`src/rtl/pipe_sub_pkg.sv`:
```
// Shared sizes and the stage-register payload for the pipelined 32-bit subtractor.
// Contents:
//   WIDTH  - operand / result width
//   SLICE  - result bits resolved per pipeline stage
//   STAGES - number of pipeline stages
//   CLS_W  - width of one carry-lookahead subtract slice
//   stage_t - per-stage register: partial difference, borrow, operands, sign bits, valid
package pipe_sub_pkg;

  localparam int unsigned WIDTH  = 32;
  localparam int unsigned SLICE  = 8;
  localparam int unsigned STAGES = 4;
  localparam int unsigned CLS_W  = 4;

  // d accumulates resolved result bits from the LSB up; a/b carry the operands
  // forward so later stages can read their still-unprocessed slices.
  typedef struct packed {
    logic [WIDTH-1:0] d;
    logic             bw;
    logic [WIDTH-1:0] a;
    logic [WIDTH-1:0] b;
    logic             a_msb;
    logic             b_msb;
    logic             valid;
  } stage_t;

endpackage

```
`src/rtl/cls4.sv`:
```
// 4-bit carry-lookahead subtract slice: d = a - b - bw_in, with borrow-out.
// Ports:
//   a, b   [3:0] in  - minuend / subtrahend slice
//   bw_in        in  - borrow into bit 0
//   d      [3:0] out - difference slice (combinational)
//   bw_out       out - borrow out of bit 3 (combinational)
module cls4
  import pipe_sub_pkg::*;
(
  input  logic [CLS_W-1:0] a,
  input  logic [CLS_W-1:0] b,
  input  logic             bw_in,
  output logic [CLS_W-1:0] d,
  output logic             bw_out
);

  // Bit borrows when a=0,b=1 (generate) or passes an incoming borrow when a==b (propagate).
  logic [CLS_W-1:0] w_g;
  logic [CLS_W-1:0] w_p;
  logic [CLS_W:0]   w_c;

  assign w_g = ~a & b;
  assign w_p = ~(a ^ b);

  // Flattened lookahead: every borrow is a direct function of g, p and bw_in.
  assign w_c[0] = bw_in;
  assign w_c[1] = w_g[0] | (w_p[0] & bw_in);
  assign w_c[2] = w_g[1] | (w_p[1] & w_g[0]) | (&w_p[1:0] & bw_in);
  assign w_c[3] = w_g[2] | (w_p[2] & w_g[1]) | (&w_p[2:1] & w_g[0]) | (&w_p[2:0] & bw_in);
  assign w_c[4] = w_g[3] | (w_p[3] & w_g[2]) | (&w_p[3:2] & w_g[1]) | (&w_p[3:1] & w_g[0])
                | (&w_p[3:0] & bw_in);

  assign d      = a ^ b ^ w_c[CLS_W-1:0];
  assign bw_out = w_c[CLS_W];

endmodule

```
`src/rtl/pipe_sub32.sv`:
```
// Four-stage pipelined 32-bit subtractor with valid/ready handshake.
// Each stage resolves 8 result bits using two cls4 slices, fed by the borrow
// registered in the previous stage. Whole pipe stalls when the output is held.
// Ports:
//   clk, rst          in  - clock, synchronous active-high reset
//   in_valid          in  - operand set present on a, b, b_in
//   in_ready          out - accepting this cycle (combinational)
//   a, b       [31:0] in  - minuend, subtrahend
//   b_in              in  - borrow-in
//   out_valid         out - result present
//   out_ready         in  - consumer accepts result
//   d          [31:0] out - a - b - b_in mod 2^32
//   b_out             out - borrow-out (a < b + b_in unsigned)
//   zero, neg, ovf    out - d==0, d[31], signed overflow
module pipe_sub32
  import pipe_sub_pkg::*;
(
  input  logic             clk,
  input  logic             rst,
  input  logic             in_valid,
  output logic             in_ready,
  input  logic [WIDTH-1:0] a,
  input  logic [WIDTH-1:0] b,
  input  logic             b_in,
  output logic             out_valid,
  input  logic             out_ready,
  output logic [WIDTH-1:0] d,
  output logic             b_out,
  output logic             zero,
  output logic             neg,
  output logic             ovf
);

  stage_t           r_stg [STAGES];
  stage_t           w_src [STAGES];
  stage_t           w_nxt [STAGES];
  logic [SLICE-1:0] w_diff [STAGES];
  logic [STAGES-1:0] w_bw_mid;
  logic [STAGES-1:0] w_bw_out;
  logic             r_zero;
  logic             r_neg;
  logic             r_ovf;
  logic             w_advance;
  logic [WIDTH-1:0] w_d_fin;
  logic             w_zero;
  logic             w_neg;
  logic             w_ovf;
  logic             w_unused;

  // Single global enable: the pipe only stops when a finished result is refused.
  assign w_advance = !(r_stg[STAGES-1].valid && !out_ready);
  assign in_ready  = w_advance && !rst;

  // Stage inputs: stage 0 takes the port operands, later stages their predecessor.
  always_comb begin
    w_src[0] = '{d:     '0,
                 bw:    b_in,
                 a:     a,
                 b:     b,
                 a_msb: a[WIDTH-1],
                 b_msb: b[WIDTH-1],
                 valid: in_valid};
    for (int unsigned s = 1; s < STAGES; s++) begin
      w_src[s] = r_stg[s-1];
    end
  end

  // Two chained 4-bit lookahead slices per stage.
  for (genvar gs = 0; gs < STAGES; gs++) begin : g_stage
    localparam int unsigned LSB = gs * SLICE;

    cls4 u_lo (
      .a      (w_src[gs].a[LSB +: CLS_W]),
      .b      (w_src[gs].b[LSB +: CLS_W]),
      .bw_in  (w_src[gs].bw),
      .d      (w_diff[gs][CLS_W-1:0]),
      .bw_out (w_bw_mid[gs])
    );

    cls4 u_hi (
      .a      (w_src[gs].a[LSB+CLS_W +: CLS_W]),
      .b      (w_src[gs].b[LSB+CLS_W +: CLS_W]),
      .bw_in  (w_bw_mid[gs]),
      .d      (w_diff[gs][SLICE-1:CLS_W]),
      .bw_out (w_bw_out[gs])
    );
  end

  // Merge each stage's new slice into the partial difference and swap in its borrow.
  always_comb begin
    for (int unsigned s = 0; s < STAGES; s++) begin
      w_nxt[s]    = w_src[s];
      w_nxt[s].d  = w_src[s].d | (WIDTH'(w_diff[s]) << (s * SLICE));
      w_nxt[s].bw = w_bw_out[s];
    end
  end

  // Flags come from the complete difference as it enters the last stage.
  assign w_d_fin = w_nxt[STAGES-1].d;
  assign w_zero  = (w_d_fin == '0);
  assign w_neg   = w_d_fin[WIDTH-1];
  assign w_ovf   = (w_nxt[STAGES-1].a_msb ^ w_nxt[STAGES-1].b_msb)
                 & (w_d_fin[WIDTH-1] ^ w_nxt[STAGES-1].a_msb);

  // Pipeline registers: reset clears everything, otherwise load-or-hold as one unit.
  always_ff @(posedge clk) begin
    if (rst) begin
      for (int unsigned s = 0; s < STAGES; s++) begin
        r_stg[s] <= '0;
      end
      r_zero <= 1'b0;
      r_neg  <= 1'b0;
      r_ovf  <= 1'b0;
    end else if (w_advance) begin
      for (int unsigned s = 0; s < STAGES; s++) begin
        r_stg[s] <= w_nxt[s];
      end
      r_zero <= w_zero;
      r_neg  <= w_neg;
      r_ovf  <= w_ovf;
    end
  end

  assign out_valid = r_stg[STAGES-1].valid;
  assign d         = r_stg[STAGES-1].d;
  assign b_out     = r_stg[STAGES-1].bw;
  assign zero      = r_zero;
  assign neg       = r_neg;
  assign ovf       = r_ovf;

  // Operand copies in the last stage have no consumer once the result is complete.
  assign w_unused = ^{r_stg[STAGES-1].a, r_stg[STAGES-1].b,
                      r_stg[STAGES-1].a_msb, r_stg[STAGES-1].b_msb};

endmodule

```
`config.mk`:
```
export PLATFORM = sky130hd
export DESIGN_NAME = pipe_sub32
export DESIGN_NICKNAME = d
export VERILOG_FILES = /design/src/rtl/pipe_sub_pkg.sv /design/src/rtl/cls4.sv /design/src/rtl/pipe_sub32.sv
export SDC_FILE = /design/constraint.sdc
export NUM_CORES = 1
export LEC_CHECK = 0
export BUFFER_PORTS_ARGS = -buffer_cell sky130_fd_sc_hd__buf_2
export CORE_UTILIZATION = 52
export DETAILED_ROUTE_END_ITERATION = 12
export GPL_ROUTABILITY_DRIVEN = 0
export PLACE_DENSITY = 0.88
export SYNTH_ARGS = -nofsm -noshare
export SYNTH_HDL_FRONTEND = slang
export SYNTH_SLANG_ARGS = --single-unit
```
`constraint.sdc`:
```
create_clock -name clk -period 5.16 [get_ports clk]
set_clock_uncertainty 0.15 [all_clocks]
set_input_delay 0.516 -clock clk [delete_from_list [all_inputs] [get_ports clk]]
set_output_delay 0.516 -clock clk [all_outputs]
set_load 0.005 [all_outputs]
```
# Word level (Yosys, flattened, before mapping)
# Memory sizes are Yosys's and may differ from the RTL's.
# Cells that the tools add are included.
# op_classes
add_sub_neg	0
n_mul	0
div	0
magnitude_cmp	0
n_eq_ne	0
n_shift	0
n_mux	9
n_bitwise	210
n_reduce_logical	54
# op_table
op	n
two-way mux 100 bit	4
OR 1 bit	84
bitwise AND 1 bit	81
inverter 4 bit	16
bitwise XOR 4 bit	16
AND reduction 2 bit	24
AND reduction 3 bit	16
bitwise AND 4 bit	8
logical NOT 32 bit	1
OR 32 x 16 -> 32 bit	1
OR 32 x 24 -> 32 bit	1
OR 32 bit	1
AND reduction 4 bit	8
two-way mux 1 bit	5
logical NOT 1 bit	3
logical AND 1 bit	2
bitwise XOR 1 bit	2
# totals
reg_bits	3
latch_bits	0
ram_bits	400
rom_bits	0
in_bits	69
output_inout_bits	38
elab_cells	277
mem_count	1
# mem_list
name	words	width	rd	rd_ports_with_merged_regs	write_ports	line	text
r_stg	4	100	4	0	4	pipe_sub32.sv:34	stage_t r_stg [STAGES];

# Longest topological paths before layout
# Gate-level depths: netlist (run 1).
# An unclocked memory read counts as a cell.
# depth
word_depth	14
mapped_depth	11
mapped_depth_nobuf	11

# Modules after synthesis
# Synthesis (run 1) repeated with hierarchy kept, for this count alone.
# unflattened
hier_cells	566
area_unflattened_um2	8226.6
# by_module_without_submodules
mod	n_inst	cells_each	area_each_um2	seq_area_each_um2
pipe_sub32	1	414	6985.4	5585.4
cls4	8	19	155.1	0.0

# Worst setup path before layout (run 1)
# Ideal clock, no wire load.
# synth_timing
path_type	in2reg
start	input port out_ready
end	memory r_stg[0][0] (netlist bit), enable pin
setup_time_ps	536
t_arrival_ps	4692
t_required_ps	4474
slack_ps	-218
cell_stages	5
path_buffers	2
cell_sequence	nand2b_1 clkbuf_1 clkbuf_1 nor2_1 inv_1
# synth_rtl
item	line	text
start, declared	pipe_sub32.sv:26	input logic out_ready,
end, declared	pipe_sub32.sv:34	

==> metrics, run 1 <==
outcome=complete, no violations; Slew Viols, Final=0; Syn Nets=between 700 and 800; CP Cell Sequence=ha_1 > and3_1 > a221oi_1 > nand2b_1 > fa_1 > nor4bb_1 > nand4_1 > nor4_1 > o2111ai_1 > o21ai_1; DIE AREA=roughly 17000 um2; post-synth cell types=37; Internal=~2.6 mW; Ports=around 110; # port buffers=between 100 and 150; Final Hold Fails=0; CTS tree=yes; Buf/Inv on CP=0; Die Height=~130 um; Initial Utilization=54.03%; first-pass GRT wire length=between 20000 and 25000 um; Pwr per Cell Area=356.2 nW/um2; Max stage delay on crit path=0.51 ns; Iter 0 DRT Violations=about 550; Num CTS Buffers=17; hold buffers post-CTS=0; GRT Util Overall=roughly 19%; core area=~15000 um2; MaxCap Viol Count=0; Yosys warning count=0; initial antenna violation count=0; top-area cell type share of the netlist area=about two thirds; Worst-Skew Late Latency=around 0.43 ns; fmax=311.0 MHz; critical-path maximum fanout=4; cts repair resizes=0; worst-margin pin slew=1.146 ns; Critical Path End Type=flop; total vias in the final route=slightly above 5000; Post-Synthesis Cells=608; Setup CP Type=flop to flop; postcts setup bufs=0; Seq cells post-synth=~190; Worst setup SP type=flop; vias in the first global route=between 4000 and 5000; wire per inst=between 15 and 20 um; min cycle time layout=3.215 ns; maximum VDD drop=roughly 270 uV; slew margin rel.=around a quarter; CP Data Required Time=5.37 ns; Via density=5.463; Placed Cells=between 800 and 900; DRC=0; H-tree Lvls=4; most area-consuming cells after synthesis=edfxtp_1 66%, and3_1 11%, ha_1 4.8%; Die Wd=approximately 130 um; DRT antenna net count=0; sw frac=between 20 and 25%; Area growth, synth to finish=14.98%; NetSw=between 0.7 and 0.8 mW; RSZ-0062 raised after global routing=no; antenna diode instance count=0; post-DP HPWL=9824 um; sequential share of power=between 50% and 60%; register area share after synthesis=roughly two thirds; maximum clock path buffer count=2; Leak Pwr=approximately 4.6 nW; fin cells=just over 900; setup TNS=0 ns; share of cells above drive strength 1=between 20% and 30%; Mapped Area=~8300 um2; Setup-failing EPs final=0; remaining global-route overflow=0; Fillers=1150; Routed WL=15030 um; Root Buffer=clkbuf_16; crit path DAT=3.42 ns; Comb power frac=a little under an eighth; slowest CP cell=fa_1; fin util=between 60 and 70%; final net count=between 800 and 900; CTS sink cnt=~190; Clock power frac=a little over a third; Hold Path Class=primary input to flop; row cnt=45; Tcrit/Tclk final=about 62%; largest net degree at the start of global routing=151; cell family with the largest share of critical-path delay=simple AND/OR/NAND/NOR gates; First-pass DRT Iterations=5; syn avg cell area=approximately 14 um2; leading area contributor after synthesis=edfxtp_1; Worst-path clk slew=approximately 0.07 ns
## worst register-to-register path: cells and delay by family (launching register included)
family | cells | cell delay [ns]
adders and majority gates | 2 | 0.90
and+or+nand+nor | 5 | 1.09
AOI/OAI and AO/OA | 3 | 0.61
DFF | 1 | 0.39
## registers in the layout, indices dropped and copies added, names as in the netlist
name and cells:
neg 1, r_stg 184, zero 1, ovf 1
## synth_stat cells
library cell	instances
a21boi_0	1
ha_1	32
nand4_1	4
a211oi_1	1
o31ai_1	4
nand2_1	21
nor4bb_1	1
and3b_2	1
xor2_1	8
a2111oi_2	4
a31o_4	1
nand2b_1	7
and3_1	150
and2_1	3
nor2_1	27
nor3_1	4
o211ai_1	5
xnor2_1	7
a221oi_1	1
or3_1	4
a211o_1	3
inv_1	39
o21ai_0	10
edfxtp_1	184
nand3_1	1
o21ai_2	1
dfxtp_1	3
a21o_1	13
fa_1	8
o21ai_1	2
nor4_1	6
o2111ai_1	1
o21bai_1	1
a2111oi_0	1
xor2_2	1
a21oi_1	12
clkbuf_1	36
## metrics by stage
step | power (mW) | area [um2] | hold slack (ns) | setup WS, ns
3_3_place_gp | 2.224 | 9051 | 0.3057 | 2.000
5_1_grt | 3.541 | 9584 | 0.2341 | 1.831
6_report | 3.414 | 9584 | 0.2466 | 1.945
2_1_floorplan | 2.116 | 8339 | 0.2926 | 0.5848
3_5_place_dp | 2.251 | 9051 | 0.3022 | 1.849
4_1_cts | 3.425 | 9584 | 0.2312 | 2.025
## per-layer routing
layer / up-vias / GRT usage (%) / wire length (um)
li1: 2448 / - / -
met1: 2386 / 24.74 / 6417
met2: 194 / 31.70 / 7308
met3: 36 / 4.366 / 879
met4: 0 / 9.619 / 427
met5: - / 0 / 0
## power by group through the flow
stage	Sequential, mW	Clock, mW	Combinational, mW
3_3_place_gp	1.87	0	0.356
2_1_floorplan	1.86	0	0.253
5_1_grt	1.85	1.26	0.428
3_5_place_dp	1.87	0	0.376
4_1_cts	1.84	1.20	0.384
6_report	1.84	1.19	0.385
## final timing paths
check	startpoint	end	slack (ns)	cells past startpoint
setup / recovery	r_stg[2][28]	zero	1.94	10
hold reg to reg	zero	zero	0.31	2
setup reg to reg	r_stg[2][28]	zero	1.94	10
hold / removal	b[16]	r_stg[0][19]	0.25	2
## final cells by class
cell class	instances	area [um2]	share of cell area [%]
flip-flops and latches	187	5585	58.28
multi-input cells	346	2476	25.84
repair buffers	112	575.6	6.005
clock buffers	18	429.2	4.478
well taps	211	264.0	2.755
inverters	39	150.1	1.567
clock inverters	14	103.9	1.084
## cell families (layout without fill, tap and decap cells)
logic type,after synthesis,in the layout,synth area share [%]
and+or+nand+nor,229,229,15.76
AOI/OAI and AO/OA,61,61,5.359
buffers and inverters,75,183,3.377
adders and majority gates,40,40,6.725
xor gates and xnor gates,16,16,1.771
DFF,187,187,67.01
## cell usage in the layout (no fill, tap or decap), drive strengths merged, types with 6 or more instances in the layout
master  instances
nand2b          7
nand2          21
xor2            9
o21ai          13
fa              8
a21oi          12
clkbuf         18
clkinv         11
nor4            6
inv            39
and3          150
edfxtp        184
nor2           27
ha             32
xnor2           7
a21o           13
buf           112
(Power assumes the default switching activity.)
==> inputs of run 2 (changes only) <==
Settings changed: CORE_UTILIZATION 52 to 58, PLACE_DENSITY 0.88 to 0.92.
Clock period 5.16 ns to 3.2 ns, I/O delays scaled along.
==> run 2 against run 1 <==
Effect of this change: die area fell by 10%; sequential share of layout area fell by 0.56 points; highest routed layer unchanged; hold slack worse by 0.20 ns; combinational power up 68%; non-clock buffer count up 2; global-route usage is 2.8 points higher; fmax increased by 5.4%.
==> metrics, run 2 (synthesis gave the netlist of run 1 again) <==
total vias in the final route=5090 (+0.51%); CTS sink cnt=187 (unchanged); H-tree Lvls=4 (unchanged); Initial Utilization=59.82% (+5.8 points); slowest CP cell=fa_1; maximum VDD drop=379.9 uV (+41%); core area=13930 um2 (-9.7%); Leak Pwr=4.668 nW (+0.62%); largest net degree at the start of global routing=129 (-15%); initial antenna violation count=0 (unchanged); antenna diode instance count=0 (unchanged); maximum clock path buffer count=2 (unchanged); Critical Path End Type=flop; Pwr per Cell Area=587.3 nW/um2 (+65%); HP Start=b[13]; Die Wd=121.9 um (-5.2%); max reg flops=184 (unchanged); row cnt=43 (-4.4%); CTS tree=yes; MaxCap Viol Count=0 (unchanged); most common cell after layout, fill and taps aside=edfxtp_1; remaining global-route overflow=0 (unchanged); FF-to-FF Start=r_stg[2][27]; min cycle time layout=3.050 ns (-0.1651 ns); WHS Endpoint=r_stg[0][16]; flop2flop setup slack=0.15 ns (-1.79 ns); Max stage delay on crit path=0.53 ns (+0.02 ns); outcome=complete, no violations; fin cells=898 (-3.1%); DIE AREA=14850 um2 (-10%); first-pass GRT wire length=24590 um (+0.99%); Placed Cells=866 (-3.2%); # port buffers=106 (unchanged); Iter 0 DRT Violations=518 (-5.6%); Die Height=121.9 um (-5.2%); Power Total=5.683 mW (+66%); worst-margin pin slew=0.9550 ns (-0.1914 ns); Root Buffer=clkbuf_16; critical-path maximum fanout=2 (-2); Via density=5.668 (+3.8%); share of cells above drive strength 1=21.87% (+0.92 points); Buf/Inv on CP=0 (unchanged); Slew Viols, Final=0 (unchanged); GRT Util Overall=22.22% (+2.8 points); Final Hold Fails=0 (unchanged); First-pass DRT Iterations=5 (unchanged); DRC=0 (unchanged); slew margin rel.=36.33% (+13 points); placed cell area=9060 um2 (about the same); vias in the first global route=5045 (+1.8%); Area growth, synth to finish=16.09%; CP Cell Sequence=ha_1 > a21o_1 > a221oi_2 > nand2b_1 > fa_1 > nor4bb_2 > nand4_1 > nor4_2 > o2111ai_1 > o21ai_1; fmax=327.8 MHz (+5.4%); Setup CP Type=flop to flop; commonest cells after routing, fill and taps aside=184 x edfxtp_1, 150 x and3_1, 106 x buf_2; DRT antenna net count=0 (unchanged); Ports=107 (unchanged); Min-Delay Path Depth=2 (unchanged); FF-to-FF path depth=10 (unchanged); final net count=814 (+0.25%); Worst setup SP type=flop; Routed WL=15420 um (+2.6%); Fillers=890 (-23%); Worst-path clk slew=0.07 ns (about the same); wire per inst=17.17 um (+5.9%); CP Data Required Time=3.41 ns (-1.96 ns); Setup-failing EPs final=0 (unchanged); Top reg by flops=r_stg; Tcrit/Tclk final=95.32% (+33 points); Num CTS Buffers=17 (unchanged); crit path DAT=3.26 ns (-0.16 ns); post-DP HPWL=10120 um (+3.0%); Reg2Reg Capture Point=zero; cell family with the largest share of critical-path delay=adder cells; Worst-Skew Late Latency=0.43 ns (about the same); Hold Path Class=primary input to flop; hold buffers post-CTS=0 (unchanged); post-route cell area=9677 um2 (+0.97%)
run 2: worst max-delay path by stage:
stage	from	depth (start not counted)	slack, ns	to
3_3_place_gp	r_stg[2][30]	10	0.37	zero
5_1_grt	r_stg[2][27]	10	-0.02	zero
2_1_floorplan	r_stg[3][0]	5	-0.95	r_stg[0][0]
4_1_cts	r_stg[2][30]	10	0.11	zero
3_5_place_dp	r_stg[2][30]	10	0.17	zero
6_report	r_stg[2][27]	10	0.15	zero
run 2: final cells by class:
class	instances	area [um2]	area share, %
Clock buffer	20	436.7	4.513
Clock inverter	12	148.9	1.539
Inverter	39	150.1	1.552
Multi-Input combinational cell	346	2515	25.99
Sequential cell	187	5585	57.72
Tap cell	180	225.2	2.327
Timing Repair Buffer	114	615.6	6.362
run 2: where the power goes:
part / internal [mW] / switching [mW] / leakage (nW)
Clock: 1.22 / 0.847 / 0.267
Sequential: 2.90 / 0.0693 / 2.20
Combinational: 0.296 / 0.349 / 2.20
run 2: repair_timing:
item | CTS | global route
gates resized for setup | 0 | 4
setup buffers | 0 | 0
endpoints found under the setup margin | 0 | 1
run 2: worst register-to-register path: cells and delay by family (launching register included):
family / cells / cell delay [ns]
adder cells (fa/ha/maj): 2 / 0.88
AO/OA/AOI/OAI: 4 / 0.81
AND/OR/NAND/NOR: 4 / 0.73
flip-flops: 1 / 0.43
run 2: metrics by stage:
step | hold WS (ns) | util (%) | worst slack, ns | TNS (ns)
global placement | 0.2920 | 65.02 | 0.3716 | 0
detailed placement | 0.3052 | 65.02 | 0.1691 | 0
CTS | 0.03427 | 69.22 | 0.1087 | 0
floorplan | 0.2926 | - | -0.9506 | -174.92
global route | 0.03409 | 69.44 | -0.01845 | -0.01845
finish | 0.04415 | 69.44 | 0.1497 | 0
run 2: per-layer routing:
layer / vias to the layer above / global-route usage [%] / part of all wire, %
met4: 0 / 10.49 / 3.0
met5: - / 0 / 0
met3: 45 / 6.133 / 5.9
met1: 2389 / 27.82 / 41
li1: 2453 / - / -
met2: 203 / 35.88 / 50
